==> src/rtl/ads1675_seq_ctrl_if.sv <==
// ads1675_seq_ctrl_if: request/status and ADC pin bundle for the ADS1675 sequencer
`timescale 1ns/1ps
interface ads1675_seq_ctrl_if #(parameter int CW = 16);
  logic          req;
  logic [CW-1:0] burst_len;
  logic          drdy_rise;
  logic          err_clr;
  logic          pown;
  logic          start;
  logic          cs_n;
  logic [2:0]    dr;
  logic          capture_en;
  logic          busy;
  logic          done;
  logic          tmo_err;
  logic [2:0]    state_o;
  modport master (
    output req, burst_len, drdy_rise, err_clr,
    input  pown, start, cs_n, dr, capture_en, busy, done, tmo_err, state_o
  );
  modport slave (
    input  req, burst_len, drdy_rise, err_clr,
    output pown, start, cs_n, dr, capture_en, busy, done, tmo_err, state_o
  );
endinterface

==> src/rtl/ads1675_seq_ctrl.sv <==
// ads1675_seq_ctrl: power-up, lock, restart and burst sequencing for an ADS1675 ADC
`timescale 1ns/1ps
module ads1675_seq_ctrl #(
  parameter int         PWR_WAIT  = 1024,
  parameter int         START_LOW = 16,
  parameter int         DRDY_TMO  = 4096,
  parameter int         CW        = 16,
  parameter logic [2:0] DR_CODE   = 3'b100
) (
  input logic              sclk,
  input logic              rst_n,
  ads1675_seq_ctrl_if.slave bus
);
  localparam int TM1  = PWR_WAIT > DRDY_TMO ? PWR_WAIT : DRDY_TMO;
  localparam int TMAX = TM1 > START_LOW ? TM1 : START_LOW;
  localparam int TW   = $clog2(TMAX + 1);
  typedef enum logic [2:0] {
    OFF = 3'd0, PWR_UP = 3'd1, LOCK = 3'd2, RESTART = 3'd3,
    RUN = 3'd4, READY = 3'd5, ERR = 3'd6
  } st_t;
  st_t           state_q, state_d;
  logic [TW-1:0] tmr_q, tmr_d, tmr_inc;
  logic [CW-1:0] cnt_q, cnt_d, blen_q, blen_d;
  logic          pown_q, pown_d, start_q, start_d, cs_n_q, cs_n_d;
  logic          cap_q, cap_d, busy_q, busy_d, done_q, done_d, tmo_q, tmo_d;
  assign tmr_inc = &tmr_q ? tmr_q : tmr_q + TW'(1);
  always_comb begin
    state_d = state_q;
    cnt_d   = cnt_q;
    blen_d  = blen_q;
    done_d  = 1'b0;
    case (state_q)
      OFF:     if (bus.req) state_d = PWR_UP;
      PWR_UP:  state_d = !bus.req ? OFF : tmr_q == TW'(PWR_WAIT - 1) ? LOCK : PWR_UP;
      LOCK:    state_d = !bus.req ? OFF : bus.drdy_rise ? RESTART :
                         tmr_q == TW'(DRDY_TMO - 1) ? ERR : LOCK;
      RESTART: if (tmr_q == TW'(START_LOW - 1)) state_d = RUN;
      RUN: begin
        cnt_d = bus.drdy_rise ? cnt_q + CW'(1) : cnt_q;
        // a sample arriving with req low still counts and may complete the burst
        if (bus.drdy_rise && blen_q != '0 && cnt_d == blen_q) begin
          state_d = READY;
          done_d  = 1'b1;
        end else if (!bus.req)
          state_d = READY;
        else if (!bus.drdy_rise && tmr_q == TW'(DRDY_TMO - 1))
          state_d = ERR;
      end
      READY:   if (bus.req) state_d = RESTART;
      ERR:     if (bus.err_clr) state_d = OFF;
      default: state_d = OFF;
    endcase
    if (state_d == RESTART && state_q != RESTART) begin
      cnt_d  = '0;
      blen_d = bus.burst_len;
    end
    tmr_d   = (state_d != state_q || (state_q == RUN && bus.drdy_rise)) ? '0 : tmr_inc;
    pown_d  = !(state_d inside {OFF, ERR});
    start_d = state_d inside {PWR_UP, LOCK, RUN};
    cs_n_d  = !pown_d;
    cap_d   = state_d == RUN;
    busy_d  = !(state_d inside {OFF, READY});
    tmo_d   = state_d == ERR;
  end
  always_ff @(posedge sclk) begin
    if (!rst_n) begin
      state_q <= OFF;
      tmr_q   <= '0;
      cnt_q   <= '0;
      blen_q  <= '0;
      pown_q  <= 1'b0;
      start_q <= 1'b0;
      cs_n_q  <= 1'b1;
      cap_q   <= 1'b0;
      busy_q  <= 1'b0;
      done_q  <= 1'b0;
      tmo_q   <= 1'b0;
    end else begin
      state_q <= state_d;
      tmr_q   <= tmr_d;
      cnt_q   <= cnt_d;
      blen_q  <= blen_d;
      pown_q  <= pown_d;
      start_q <= start_d;
      cs_n_q  <= cs_n_d;
      cap_q   <= cap_d;
      busy_q  <= busy_d;
      done_q  <= done_d;
      tmo_q   <= tmo_d;
    end
  end
  assign bus.pown       = pown_q;
  assign bus.start      = start_q;
  assign bus.cs_n       = cs_n_q;
  assign bus.dr         = DR_CODE;
  assign bus.capture_en = cap_q;
  assign bus.busy       = busy_q;
  assign bus.done       = done_q;
  assign bus.tmo_err    = tmo_q;
  assign bus.state_o    = state_q;
endmodule

==> src/flat_wrapper.sv <==
// flat-port wrapper written by rule: the top's interface ports become plain ports
module ads1675_seq_ctrl_flat 
#(
  parameter int         PWR_WAIT  = 1024,
  parameter int         START_LOW = 16,
  parameter int         DRDY_TMO  = 4096,
  parameter int         CW        = 16,
  parameter logic [2:0] DR_CODE   = 3'b100
)
  (sclk, rst_n, bus_req, bus_burst_len, bus_drdy_rise, bus_err_clr, bus_pown, bus_start, bus_cs_n, bus_dr, bus_capture_en, bus_busy, bus_done, bus_tmo_err, bus_state_o);
  ads1675_seq_ctrl_if #(.CW(CW)) bus_i ();
  input logic sclk;
  input logic rst_n;
  input wire logic [$bits(bus_i.req)-1:0] bus_req;
  input wire logic [$bits(bus_i.burst_len)-1:0] bus_burst_len;
  input wire logic [$bits(bus_i.drdy_rise)-1:0] bus_drdy_rise;
  input wire logic [$bits(bus_i.err_clr)-1:0] bus_err_clr;
  output wire logic [$bits(bus_i.pown)-1:0] bus_pown;
  output wire logic [$bits(bus_i.start)-1:0] bus_start;
  output wire logic [$bits(bus_i.cs_n)-1:0] bus_cs_n;
  output wire logic [$bits(bus_i.dr)-1:0] bus_dr;
  output wire logic [$bits(bus_i.capture_en)-1:0] bus_capture_en;
  output wire logic [$bits(bus_i.busy)-1:0] bus_busy;
  output wire logic [$bits(bus_i.done)-1:0] bus_done;
  output wire logic [$bits(bus_i.tmo_err)-1:0] bus_tmo_err;
  output wire logic [$bits(bus_i.state_o)-1:0] bus_state_o;
  assign bus_i.req = bus_req;
  assign bus_i.burst_len = bus_burst_len;
  assign bus_i.drdy_rise = bus_drdy_rise;
  assign bus_i.err_clr = bus_err_clr;
  assign bus_pown = bus_i.pown;
  assign bus_start = bus_i.start;
  assign bus_cs_n = bus_i.cs_n;
  assign bus_dr = bus_i.dr;
  assign bus_capture_en = bus_i.capture_en;
  assign bus_busy = bus_i.busy;
  assign bus_done = bus_i.done;
  assign bus_tmo_err = bus_i.tmo_err;
  assign bus_state_o = bus_i.state_o;
  ads1675_seq_ctrl #(.PWR_WAIT(PWR_WAIT), .START_LOW(START_LOW), .DRDY_TMO(DRDY_TMO), .CW(CW), .DR_CODE(DR_CODE)) u_core (.sclk(sclk), .rst_n(rst_n), .bus(bus_i));
endmodule
==> config.mk <==
export PLATFORM = sky130hd
export DESIGN_NAME = ads1675_seq_ctrl_flat
export DESIGN_NICKNAME = d
export VERILOG_FILES = /design/src/rtl/ads1675_seq_ctrl_if.sv /design/src/rtl/ads1675_seq_ctrl.sv /design/src/flat_wrapper.sv
export SDC_FILE = /design/constraint.sdc
export NUM_CORES = 1
export LEC_CHECK = 0
export ABC_AREA = 1
export CORE_UTILIZATION = 40
export CTS_BUF_LIST = sky130_fd_sc_hd__clkbuf_4 sky130_fd_sc_hd__clkbuf_8
export DETAILED_ROUTE_END_ITERATION = 10
export HOLD_SLACK_MARGIN = 0.06
export PLACE_DENSITY = 0.71
export SYNTH_ARGS = -nofsm -noshare
export SYNTH_HDL_FRONTEND = slang
export SYNTH_SLANG_ARGS = --single-unit
==> constraint.sdc <==
create_clock -name sclk -period 2.75 [get_ports sclk]
set_clock_uncertainty 0.05 [all_clocks]
set_input_delay 0.55 -clock sclk [delete_from_list [all_inputs] [get_ports sclk]]
set_output_delay 0.55 -clock sclk [all_outputs]
set_load 0.01 [all_outputs]
==> results.md <==
* Detail Route Antenna Nets at 0
* Port buffer count at 30
* Worst reg2reg path endpoint: u_core.blen_q[15]
* Synthesized-area fraction occupied by adder cells at 0.00737
* Largest family of logic cells by synthesized area: simple AND/OR/NAND/NOR gates
* Data arrival time of the critical path at 2.67 ns
* Peak supply drop at 0.000194 V
* Most common cell after layout, fill and taps aside: nand2_1
* Row cnt at 33
* Ports at 34
* DR pass1 iterations at 5
* Area Growth Syn to Fin at 22.2%
* CP Data Required Time at 2.95 ns
* Post-synthesis mux area share at 0.00295
* Final Hold Fails at 0
* Unrepaired setup endpoints after global routing: false
* Largest net degree at the start of global routing at 19
* Post-DP HPWL at 6.33 mm
* CTS sink count at 55
* DRC at 0
* Post-route setup slack at 0.280 ns
* Iteration-0 DRC Markers at 242
* Worst-path maximum fanout at 7
* Cell accounting for the most synthesized area: dfxtp_1
* Register Area at 1100 um^2
* Hold crit path type: reg2reg
* Worst Reg-to-Reg Cells at 19
* CP Launch Type: register
* First-pass GRT wire length at 13.7 mm
* Nets at 627
* Commonest non-fill, non-tap cells in the layout: nand2_1, inv_1, nor2_1
* Pins Over Slew Limit at 0
* Die height at 94.1 um
* CTS root buffer: clkbuf_8
* Max Clock Freq at 405 MHz
* Distinct cells, synth at 36
* Via count at 3,424
* Place WS at -0.304 ns
* CTS tree: built
* GP Congestion at 0.970
* Fraction of layout cells with a size suffix above 1 at 0.149
* Post-synthesis sequential area ratio at 0.324
* CTS clock-pin slew for the worst setup and hold paths at 0.10 ns
* Outcome: complete, no violations
* Largest cells by area after synthesis: dfxtp_1, nand2_1, nor2_1
* Initial antenna violation count at 0
* Number of fill cells at 827
* Critical Path Sink: u_core.blen_q[15]
* Max cap viols at 0
* Number of global-route vias before repair at 3,157
* Worst-Skew Late Latency at 0.31 ns
* Worst Setup SP: u_core.cnt_q[0]
* Pleak at 1.95 nW
* Post-Synth Simple-Gate Area at 0.442
* CTS Buf Count at 5
* Post-Route Utilization at 0.504
* Tcrit/Tclk final at 0.898
* Core area at 8220 um^2
* #FFs+latches synth at 55
* Area of the multi-input gates at 1870 um^2
* GR Util All Layers at 0.195
* Diode count at 0
* Yosys top cell area share at 0.324
* Pwr/cell area at 341 nW/um^2
* Kind of critical path: reg2reg
* Routed wire length at 8.05 mm
* Synth warnings at 0
* Endpoint class of the critical path: register
* Final setup vio count at 0
* Initial Util at 0.413
* Clock Path Buffers at 2
* H-Tree Depth at 2
* Worst r2r src: u_core.cnt_q[0]
* DIE WIDTH at 94.1 um
* Via/cell ratio at 4.82
* Netlist Area Pre-Place at 3390 um^2
* Grt ovf at 0
* Die area at 8860 um^2
* Syn Inst Count at 542
* Clock period minus final worst setup slack at 2.47 ns
* Wire per inst at 11.3 um
* Post-synthesis area per instance at 6.26 um^2
* Synth Area in Compound Gates at 0.0601
* Flop2flop setup slack at 0.28 ns
* Synth Area in XOR/XNOR at 0.0336
## worst max-delay path, cell delays in order, from the launching register on
cell	delay, ns
dfxtp_2	0.39
ha_1	0.17
nand2_2	0.10
nor2_4	0.17
buf_4	0.13
nand2_1	0.06
nand3_1	0.10
nand2_1	0.06
nor2_1	0.11
nand3_1	0.08
nor3_1	0.13
nand2_1	0.11
nand2_1	0.10
nand2_2	0.08
nand2_4	0.10
nand3_4	0.09
buf_4	0.17
nand2_1	0.05
inv_1	0.03
nor2_1	0.10
## synthesized netlist by cell type, drive strengths merged
master	number
xnor2	4
mux2i	1
conb	2
a31oi	1
nor4	1
inv	88
clkbuf	7
clkinv	2
nor3b	1
and3	1
o221ai	1
nor3	6
o21bai	3
buf	8
nand4	23
ha	2
or2	1
o2111ai	1
nor2	100
xor2	9
dfxtp	55
o21ai	21
nand2	152
a21oi	7
nand3	45
## report_power, final
group | leakage, nW | internal, W | switching [W]
Sequential | 0.445 | 0.000804 | 0.00000580
Clock | 0.0452 | 0.000194 | 0.000278
Combinational | 1.46 | 0.0000655 | 0.0000672
Total | 1.95 | 0.00106 | 0.000351
## layer usage
metal  share of wire  GRT usage  vias to the layer above  routed length (um)
met1            0.44      0.232                     1522                3520
met4           0.019     0.0769                        0                 156
met2            0.50      0.347                       85                4030
li1                -          -                     1803                   -
met3           0.043     0.0291                       14                 348
met5               0          0                        -                   0
## final cells by class
class                           instances  share of cell area
Timing Repair Buffer                   69               0.147
Multi-Input combinational cell        383               0.452
Sequential cell                        55               0.266
Clock buffer                            6              0.0184
Inverter                               90              0.0815
Tap cell                              105              0.0317
Clock inverter                          2             0.00392
## through the flow
| step | hold slack [ns] | setup TNS [ns] | instance area [um^2] | total power (W) | cells |
|---|---|---|---|---|---|
| 6_report | 0.443 | 0 | 4150 | 0.00141 | 710 |
| 5_1_grt | 0.482 | 0 | 4150 | 0.00147 | 710 |
| 2_1_floorplan | 0.419 | 0 | 3400 | 0.000903 | 543 |
| 3_5_place_dp | 0.443 | -13.00 | 4030 | 0.000962 | 701 |
| 4_1_cts | 0.458 | 0 | 4130 | 0.00143 | 709 |
| 3_3_place_gp | 0.432 | -9.56 | 4030 | 0.000961 | 701 |
## worst min path at each step
stage	end	start	slack (ns)	cells after the start
global placement	u_core.cnt_q[1]	u_core.cnt_q[1]	0.43	2
global route	u_core.cnt_q[1]	u_core.cnt_q[1]	0.48	2
finish	u_core.cnt_q[1]	u_core.cnt_q[1]	0.44	2
floorplan	u_core.cnt_q[1]	u_core.cnt_q[1]	0.42	2
CTS	u_core.cnt_q[1]	u_core.cnt_q[1]	0.46	2
detailed placement	u_core.cnt_q[1]	u_core.cnt_q[1]	0.44	2
## what timing repair did
item	CTS	global route
endpoints found under the setup margin	0	51
resized for setup	0	6
hold buffers	0	0
buffers inserted	0	1
## cell families after synthesis
| group | after synthesis |
|---|---|
| AO/OA/AOI/OAI | 34 |
| XOR/XNOR | 13 |
| adder cells (fa/ha/maj) | 2 |
| buffers and inverters | 105 |
| flip-flops | 55 |
| multiplexers | 1 |
| other | 2 |
| AND/OR/NAND/NOR | 330 |
## sequential cells by signal, summed over array words and instances (netlist names)
| register | cells |
|---|---|
| u_core.bus.capture_en | 1 |
| u_core.blen_q | 16 |
| u_core.bus.done | 1 |
| u_core.tmr_q | 13 |
| u_core.bus.cs_n | 1 |
| u_core.bus.start | 1 |
| u_core.cnt_q | 16 |
| u_core.bus.busy | 1 |
| u_core.bus.pown | 1 |
| u_core.bus.tmo_err | 1 |
| u_core.bus.state_o | 3 |
(Power assumes the default switching activity.)
